`src/rtl/vga_timing_pipe.sv`:
```
// vga_timing_pipe: VGA H/V timing generator that presents active-area coordinates to an
// upstream pixel source and delays sync/blank to match that source's read latency, so RGB,
// sync and blank leave the block aligned.
// Optional colour-bar test pattern: define VGA_TEST_PATTERN_EN to add iPattern_Sel.
module vga_timing_pipe #(
   parameter int unsigned H_SYNC        = 96,
   parameter int unsigned H_BACK        = 48,
   parameter int unsigned H_ACT         = 640,
   parameter int unsigned H_FRONT       = 16,
   parameter int unsigned V_SYNC        = 2,
   parameter int unsigned V_BACK        = 33,
   parameter int unsigned V_ACT         = 480,
   parameter int unsigned V_FRONT       = 10,
   parameter int unsigned COLOR_W       = 10,
   parameter int unsigned CNT_W         = 10,
   parameter int unsigned PIXEL_LATENCY = 1,
   parameter int unsigned SYNC_POL      = 0
) (
   input  logic               Clock,
   input  logic               Resetn,
   input  logic [COLOR_W-1:0] iRed,
   input  logic [COLOR_W-1:0] iGreen,
   input  logic [COLOR_W-1:0] iBlue,
`ifdef VGA_TEST_PATTERN_EN
   input  logic               iPattern_Sel,
`endif
   output logic [CNT_W-1:0]   oCoord_X,
   output logic [CNT_W-1:0]   oCoord_Y,
   output logic               oCoord_Valid,
   output logic               oLine_Start,
   output logic               oFrame_Start,
   output logic [COLOR_W-1:0] oVGA_R,
   output logic [COLOR_W-1:0] oVGA_G,
   output logic [COLOR_W-1:0] oVGA_B,
   output logic               oVGA_H_SYNC,
   output logic               oVGA_V_SYNC,
   output logic               oVGA_BLANK,
   output logic               oVGA_SYNC,
   output logic               oVGA_CLOCK
);

   localparam int unsigned H_TOTAL = H_SYNC + H_BACK + H_ACT + H_FRONT;
   localparam int unsigned V_TOTAL = V_SYNC + V_BACK + V_ACT + V_FRONT;

   localparam logic [CNT_W-1:0] H_LAST   = CNT_W'(H_TOTAL - 1);
   localparam logic [CNT_W-1:0] V_LAST   = CNT_W'(V_TOTAL - 1);
   localparam logic [CNT_W-1:0] H_SYNC_C = CNT_W'(H_SYNC);
   localparam logic [CNT_W-1:0] V_SYNC_C = CNT_W'(V_SYNC);
   localparam logic [CNT_W-1:0] X_START  = CNT_W'(H_SYNC + H_BACK);
   localparam logic [CNT_W-1:0] X_END    = CNT_W'(H_SYNC + H_BACK + H_ACT);
   localparam logic [CNT_W-1:0] Y_START  = CNT_W'(V_SYNC + V_BACK);
   localparam logic [CNT_W-1:0] Y_END    = CNT_W'(V_SYNC + V_BACK + V_ACT);

   // Asserted sync level; syncs idle at the opposite level.
   localparam logic POL = (SYNC_POL != 0);

`ifdef VGA_TEST_PATTERN_EN
   localparam int unsigned BAR_W = H_ACT / 8;
   localparam int unsigned DW    = 6;  // {bar[2:0], act, vs, hs}
`else
   localparam int unsigned DW    = 3;  // {act, vs, hs}
`endif

   logic [CNT_W-1:0]   r_h_cont;
   logic [CNT_W-1:0]   r_v_cont;
   logic               w_hs_raw;
   logic               w_vs_raw;
   logic               w_act_raw;
   logic [DW-1:0]      w_raw_vec;
   logic [DW-1:0]      w_dly_vec;
   logic               w_dly_hs;
   logic               w_dly_vs;
   logic               w_dly_act;
   logic [COLOR_W-1:0] w_r_next;
   logic [COLOR_W-1:0] w_g_next;
   logic [COLOR_W-1:0] w_b_next;
   logic [COLOR_W-1:0] r_red;
   logic [COLOR_W-1:0] r_green;
   logic [COLOR_W-1:0] r_blue;
   logic               r_hsync;
   logic               r_vsync;
   logic               r_blank;

   // Free-running H/V counters; V advances on the H wrap edge.
   always_ff @(posedge Clock or negedge Resetn) begin
      if (!Resetn) begin
         r_h_cont <= '0;
         r_v_cont <= '0;
      end else if (r_h_cont == H_LAST) begin
         r_h_cont <= '0;
         if (r_v_cont == V_LAST) begin
            r_v_cont <= '0;
         end else begin
            r_v_cont <= r_v_cont + 1'b1;
         end
      end else begin
         r_h_cont <= r_h_cont + 1'b1;
      end
   end

   assign w_hs_raw  = (r_h_cont < H_SYNC_C);
   assign w_vs_raw  = (r_v_cont < V_SYNC_C);
   assign w_act_raw = (r_h_cont >= X_START) && (r_h_cont < X_END) &&
                      (r_v_cont >= Y_START) && (r_v_cont < Y_END);

   assign oCoord_Valid = w_act_raw;
   assign oCoord_X     = w_act_raw ? (r_h_cont - X_START) : '0;
   assign oCoord_Y     = w_act_raw ? (r_v_cont - Y_START) : '0;
   assign oLine_Start  = (r_h_cont == '0);
   assign oFrame_Start = (r_h_cont == '0) && (r_v_cont == '0);

`ifdef VGA_TEST_PATTERN_EN
   logic [2:0] w_bar;

   // Colour-bar index from the active X coordinate, by threshold comparison.
   always_comb begin
      w_bar = '0;
      for (int i = 1; i < 8; i++) begin
         if (oCoord_X >= CNT_W'(i * BAR_W)) begin
            w_bar = 3'(i);
         end
      end
   end

   assign w_raw_vec = {w_bar, w_act_raw, w_vs_raw, w_hs_raw};
`else
   assign w_raw_vec = {w_act_raw, w_vs_raw, w_hs_raw};
`endif

   // Flag delay line matching the pixel source's read latency.
   generate
      if (PIXEL_LATENCY == 0) begin : g_no_dly
         assign w_dly_vec = w_raw_vec;
      end else begin : g_dly
         logic [DW-1:0] r_stage [PIXEL_LATENCY];

         // Shift flags one stage per clock; reset clears every stage to inactive.
         always_ff @(posedge Clock or negedge Resetn) begin
            if (!Resetn) begin
               for (int i = 0; i < int'(PIXEL_LATENCY); i++) begin
                  r_stage[i] <= '0;
               end
            end else begin
               r_stage[0] <= w_raw_vec;
               for (int i = 1; i < int'(PIXEL_LATENCY); i++) begin
                  r_stage[i] <= r_stage[i-1];
               end
            end
         end

         assign w_dly_vec = r_stage[PIXEL_LATENCY-1];
      end
   endgenerate

   assign w_dly_hs  = w_dly_vec[0];
   assign w_dly_vs  = w_dly_vec[1];
   assign w_dly_act = w_dly_vec[2];

   // Next colour: pixel data (or test bars) inside the delayed active window, else black.
   always_comb begin
      w_r_next = '0;
      w_g_next = '0;
      w_b_next = '0;
      if (w_dly_act) begin
`ifdef VGA_TEST_PATTERN_EN
         if (iPattern_Sel) begin
            // Bars: white, yellow, cyan, green, magenta, red, blue, black.
            w_r_next = {COLOR_W{~w_dly_vec[4]}};
            w_g_next = {COLOR_W{~w_dly_vec[5]}};
            w_b_next = {COLOR_W{~w_dly_vec[3]}};
         end else begin
            w_r_next = iRed;
            w_g_next = iGreen;
            w_b_next = iBlue;
         end
`else
         w_r_next = iRed;
         w_g_next = iGreen;
         w_b_next = iBlue;
`endif
      end
   end

   // Output register toward the DAC; sync level follows the selected polarity.
   always_ff @(posedge Clock or negedge Resetn) begin
      if (!Resetn) begin
         r_hsync <= ~POL;
         r_vsync <= ~POL;
         r_blank <= 1'b0;
         r_red   <= '0;
         r_green <= '0;
         r_blue  <= '0;
      end else begin
         r_hsync <= ~(w_dly_hs ^ POL);
         r_vsync <= ~(w_dly_vs ^ POL);
         r_blank <= w_dly_act;
         r_red   <= w_r_next;
         r_green <= w_g_next;
         r_blue  <= w_b_next;
      end
   end

   assign oVGA_R      = r_red;
   assign oVGA_G      = r_green;
   assign oVGA_B      = r_blue;
   assign oVGA_H_SYNC = r_hsync;
   assign oVGA_V_SYNC = r_vsync;
   assign oVGA_BLANK  = r_blank;
   assign oVGA_SYNC   = 1'b0;
   assign oVGA_CLOCK  = Clock;

endmodule
```
`config.mk`:
```
export PLATFORM = sky130hd
export DESIGN_NAME = vga_timing_pipe
export DESIGN_NICKNAME = d
export VERILOG_FILES = /design/src/rtl/vga_timing_pipe.sv
export SDC_FILE = /design/constraint.sdc
export NUM_CORES = 1
export LEC_CHECK = 0
export BUFFER_PORTS_ARGS = -buffer_cell sky130_fd_sc_hd__buf_4
export CORE_ASPECT_RATIO = 0.6
export CORE_MARGIN = 5
export CORE_UTILIZATION = 51
export CTS_CLUSTER_DIAMETER = 80
export DETAILED_ROUTE_END_ITERATION = 12
export PLACE_DENSITY_LB_ADDON = 0.1
export SLEW_MARGIN = 20
export SYNTH_ARGS = -nofsm -noshare
export SYNTH_HDL_FRONTEND = slang
export SYNTH_SLANG_ARGS = --single-unit
```
`constraint.sdc`:
```
create_clock -name Clock -period 2.43 [get_ports Clock]
set_input_delay 0.1215 -clock Clock [delete_from_list [all_inputs] [get_ports Clock]]
set_output_delay 0.1215 -clock Clock [all_outputs]
set_load 0.01 [all_outputs]
```
; ---- Yosys cells after proc, flatten, opt, wreduce, memory -nomap -nowiden
; Index checks and enable logic that the tools add are counted.
[classes]
add_sub_neg = 4
n_lt_le_gt_ge = 6
n_eq_ne = 2
mux = 7
n_bitwise = 2
reduce_logical = 6
[ops]
columns = op, n
row1 = $mux 10, 7
row2 = $add 10x1->10 const B, 2
row3 = $eq 10x10->1 const B, 2
row4 = $logic_not 10->1, 2
row5 = $lt 10x10->1 const B, 2
row6 = $ge 10x6->1 const B, 1
row7 = $ge 10x8->1 const B, 1
row8 = $lt 10x2->1 const B, 1
row9 = $lt 10x7->1 const B, 1
row10 = $sub 10x6->10 const B, 1
row11 = $sub 10x8->10 const B, 1
row12 = $logic_and 1x1->1, 4
row13 = $not 1->1, 2
[totals]
reg_bits = 56

; ---- Depth between registers and ports, before layout
; Gate-level depths: netlist of the first run.
[depth]
ltp_word = 5
depth_mapped = 7
mapped_depth_nobuf = 6

==> metrics.cfg, run 1 <==
[final_layout]
stdcell_count = 458
drive_above_1_share = 0.406
diodes = 0
area_growth_syn_to_layout_pct = 44.2
postLayoutCoreUtil = 0.751
finalNetCount = 428

[worst_setup_path]
worstPathArrival_ns = 2.26
path_cells = or3_4 > o41ai_4 > o211ai_4 > clkbuf_4 > nor3_2 > buf_4
worstSetupPathType = reg -> out
cp_num_buf_inv = 2
path_max_fanout = 6
startpoint_type = register
critical-path-max-stage-delay_ns = 0.46
cpMaxStageDelayCell = dfrtp_2
reg2regPathDepth = 6
critPathTopFamily = simple AND/OR/NAND/NOR gates
critPathRequiredTime_ns = 2.31
endpoint_kind = output pin
cp_num_cells = 6

[route]
ant_nets = 0
wl_met2_um = 3160
met1_length_um = 3120
dr_wl_met3_um = 758
wl_per_cell_um = 15.5
drc_errors = 0
vias = 2352
viasPerCell = 5.14
routed_wl_um = 7090
highest_layer = met4
dr.pass1.iters = 4
dr.first_iter.drc_count = 128

[clock_tree]
path_clk_slew_ns = 0.10
cts_tree = built
clk_latency_ns = 0.41

[synthesis]
syn_area_per_cell_sq_um = 11.0
ys_types = 48
synth-main-ff-cell = dfrtp_1
syn_inst = 260
ys_seq_elements = 56
yosysSeqAreaShare = 0.491
netlist_area_sq_mm = 0.00286
synth_nets = 300
async_reset_ff_frac = 1.00
ys_warn_count = 0
synth_edf_count = 0

[floorplan]
dieWidth_um = 107
num_rows = 21
io-pin-count = 90
fp.dieArea_sq_mm = 0.00725
start_util = 0.520
core_sq_mm = 0.00549
die_h_um = 68.0

[grt]
track_usage = 0.206
overflow = 0
grt_max_degree = 57
antenna_found_initial = 0
grt_pass1_wl_um = 11500
grt_pass1_vias = 2368

[place]
dp.cells = 409
io_buffers = 88
gp_congestion = 1.04
hpwl_um = 4920

[power]
peakVddDrop_uv = 333
p_per_area_mw_per_mm2 = 440
leakage_nw = 2.03

[timing]
hold_viol = 0
fin_crit_sh = 0.982
worst_pin_slew_ns = 0.680
max_freq_mhz = 419
clock_skew_ns = 0.00847
maxSlewViolCount = 0
fin_crit_ns = 2.39
max_slew_margin = 0.547
setup_tns_ns = 0
setup_viol = 0

[min_path]
hold_path_class = in -> async

[status]
status = complete, no violations

[flow_run]
maxCapViolations = 0

[cells in the final DEF, fill, tap and decap left out, drive strengths merged, types with 4 or more instances in the layout]
master,n
buf,106
dfrtp,54
and2,32
dlygate4sd3,31
nor3,21
nor2,14
xnor2,13
inv,11
nand2,10
nand3,10
o21ai,10
clkbuf,10
xor2,8
ha,8
nor3b,6
nand4,5
a21oi,5
and3,4
[layer usage]
layer / global-route usage / up-vias
met5: 0 / -
met4: 0.0478 / 0
met3: 0.0848 / 7
met2: 0.324 / 100
met1: 0.270 / 1116
li1: - / 1129
[cell type report]
class	instances	area (sq um)
inverters	11	41.3
multi-input cells	173	1300
clock buffers	10	131
well taps	69	86.3
fillers	365	1370
repair buffers	137	1110
flip-flops and latches	56	1410
clock inverters	2	38.8
[flip-flops by register name, summed over array words and instances (netlist names)]
name           cells
oVGA_R            10
oVGA_V_SYNC        1
oVGA_BLANK         1
oVGA_B            10
r_v_cont          10
g_dly.r_stage      3
oVGA_G            10
oVGA_H_SYNC        1
r_h_cont          10
[cells in the mapped netlist, types with 2 or more instances]
cell type  number  share of area
clkbuf_8        3          0.014
dfrtp_1        54           0.47
inv_1          11          0.014
a21oi_1         5         0.0088
xnor2_1        13          0.040
clkbuf_1        6         0.0079
o21ai_0        10          0.018
nor3_1          6          0.011
nand4_1         5          0.011
ha_1            8          0.035
o211ai_1        2         0.0053
and2_1         31          0.068
dfstp_2         2          0.018
nor3b_2         4          0.018
nor3b_1         2         0.0053
xor2_1          8          0.025
nand2_1        10          0.013
and3_1          4         0.0088
nor3_2         15          0.053
buf_6           4          0.016
buf_4           5          0.013
nor2_1         14          0.018
nor4_1          2         0.0044
or3_1           2         0.0044
nand3_1        10          0.018
buf_2           2         0.0035
[stage by stage]
step	power (mW)	setup WS (ns)	instance area, sq um	hold slack, ns
floorplan	0.986	0.397	2860	-0.174
global placement	1.04	0.416	3540	0.213
detailed placement	1.04	0.405	3540	0.213
CTS	1.84	0.0106	4040	0.316
global route	1.89	-0.0195	4120	0.368
finish	1.81	0.0443	4120	0.303
[cell families (layout without fill, tap and decap cells)]
| logic type | Yosys count | count (layout) | share of synthesized area |
|---|---|---|---|
| AOI/OAI and AO/OA | 27 | 27 | 0.0701 |
| other | 1 | 1 | 0.00131 |
| adders and majority gates | 8 | 8 | 0.0350 |
| xor gates and xnor gates | 21 | 21 | 0.0644 |
| muxes | 1 | 1 | 0.00350 |
| DFF | 56 | 56 | 0.491 |
| and+or+nand+nor | 115 | 115 | 0.265 |
| buffers and inverters | 31 | 160 | 0.0692 |
[where the power goes]
part           internal, mW  leakage [nW]  switching, mW  total [mW]
sequential            0.931         0.748              0       0.931
clock                 0.462        0.0878          0.326       0.788
combinational        0.0631          1.19         0.0311      0.0942
[what timing repair did]
| item | CTS | global route |
|---|---|---|
| endpoints found under the hold margin | 84 | 0 |
| setup buffers | 0 | 6 |
| setup endpoints to repair | 20 | 21 |
| hold buffers | 31 | 0 |
| pin swaps | 0 | 1 |
| cloned | 0 | 1 |
| gates resized for setup | 5 | 8 |
[path summary, 6_finish.rpt]
path / startpoint / end / slack (ns)
max: r_v_cont[7] / oCoord_Y[4] / 0.04
min: Resetn / oVGA_G[2] / 0.30
max reg2reg: r_h_cont[5] / r_v_cont[9] / 0.45
min reg2reg: g_dly.r_stage[1] / oVGA_V_SYNC / 0.35
max in group asynchronous: Resetn / r_h_cont[4] / 1.65
min in group Clock: g_dly.r_stage[1] / oVGA_V_SYNC / 0.35
No activity file was read; power rests on OpenSTA's default activity.
==> inputs of run 2 (changes only) <==
Settings changed: CORE_UTILIZATION 51 to 40, GPL_TIMING_DRIVEN set to 0.
==> metrics.cfg, run 2 (synthesis results as in run 1) <==
[worst_setup_path]
path_max_fanout = 5
path_cells = buf_6 > or3_4 > o41ai_4 > o211ai_4 > buf_6 > nor3b_2 > buf_4
cpMaxStageDelayCell = dfrtp_1
critPathRequiredTime_ns = 2.31
cpMostUsedCell = buf_6
startpoint_type = register
endpoint_kind = output pin
worstPathArrival_ns = 2.36
critical-path-max-stage-delay_ns = 0.38
worstSetupPathType = reg -> out

[floorplan]
dieWidth_um = 119
die_h_um = 75.5
fp.dieArea_sq_mm = 0.00899
start_util = 0.419
num_rows = 23
io-pin-count = 90
core_sq_mm = 0.00682

[final_layout]
diodes = 0
final_common_cell = buf_4
fillers = 525
final_cell_mix = buf_4, dfrtp_1, and2_1, dlygate4sd3_1, nor3_2
finalNetCount = 450
area_growth_syn_to_layout_pct = 55.1
drive_above_1_share = 0.433

[route]
wl_met2_um = 3300
dr.pass1.iters = 4
dr.first_iter.drc_count = 160
met1_length_um = 3820
routed_wl_um = 7880
ant_nets = 0
highest_layer = met4
viasPerCell = 4.82
wl_per_cell_um = 15.8
drc_errors = 0
dr_wl_met3_um = 657
vias = 2398

[timing]
fin_crit_sh = 1.02
fin_crit_ns = 2.49
setup_ws_ns = -0.0550
worst_pin_slew_ns = 0.716
max_slew_margin = 0.522
setup_tns_ns = -0.0550
rsz0062_at_grt = true
setup_viol = 1
max_freq_mhz = 402
clock_skew_ns = 0.00460
hold_viol = 0
maxSlewViolCount = 0

[grt]
track_usage = 0.174
overflow = 0
grt_pass1_wl_um = 12000
grt_max_degree = 57
antenna_found_initial = 0
grt_pass1_vias = 2359

[place]
hpwl_um = 5060
gp_congestion = 0.841
io_buffers = 88

[power]
power_mw = 2.06
leakage_nw = 2.17
p_per_area_mw_per_mm2 = 464
peakVddDrop_uv = 380

[clock_tree]
path_clk_slew_ns = 0.07
clk_latency_ns = 0.40
cts_tree = built

[status]
status = finished, violations left
violations = setup timing

[min_path]
hold_path_class = in -> async

[flow_run]
maxCapViolations = 0

[run 2: cell count changes in the layout (fill, tap and decap cells not counted), sizes merged]
cell,before,now
buf,106,120
bufinv,1,0
clkbuf,10,18
clkinvlp,0,1
[run 2: worst max-delay path, delay by kind of cell (launching register included)]
family	cells	cell delay (ns)
compound gates	2	0.54
flops	1	0.38
buf+inv	3	0.45
simple gates	2	0.58
[run 2: layout make-up]
type                            count  area (sq um)  share of cell area
Timing Repair Buffer              139          1140               0.256
Sequential cell                    56          1410               0.318
Clock inverter                      2          16.3             0.00367
Clock buffer                       10           211              0.0477
Buffer                             20           174              0.0392
Inverter                           11          41.3             0.00932
Multi-Input combinational cell    173          1330               0.301
Tap cell                           87           109              0.0246
[run 2: where the power goes]
part	internal, mW	switching, mW
clock network	0.635	0.392
logic	0.0642	0.0326
registers	0.931	0
total	1.63	0.425
[run 2: per-stage QoR]
stage	setup WS, ns	utilization	hold slack (ns)	cell area, sq um	std cells
2_1_floorplan	0.397	-	-0.174	2860	260
3_3_place_gp	-0.188	0.532	0.225	3630	435
3_5_place_dp	-0.165	0.532	0.227	3630	435
4_1_cts	-0.0448	0.625	0.333	4270	484
5_1_grt	-0.0999	0.650	0.377	4430	498
6_report	-0.0550	0.650	0.306	4430	498
[run 2: timing repair]
item,CTS,global route
setup endpoints to repair,22,21
pin swaps,4,9
hold endpoints to repair,84,0
hold buffers,31,0
setup buffers,5,13
resized for setup,16,19
cloned,2,1
[run 2: path summary, 6_finish.rpt]
path                                   from          end  slack [ns]  cells after the start
max                             r_v_cont[6]  oCoord_Y[1]       -0.06                      7
min                                  Resetn  r_h_cont[9]        0.31                      2
max reg2reg                     r_h_cont[5]  r_v_cont[1]        0.32                      7
min reg2reg                g_dly.r_stage[0]  oVGA_H_SYNC        0.36                      1
max in group asynchronous            Resetn  r_v_cont[7]        1.60                      2
min in group Clock         g_dly.r_stage[0]  oVGA_H_SYNC        0.36                      1
[run 2: metal layers]
metal  vias up  global-route usage
li1       1170                   -
met1      1109               0.244
met2       108               0.256
met3        11              0.0586
met4         0              0.0591
met5         -                   0
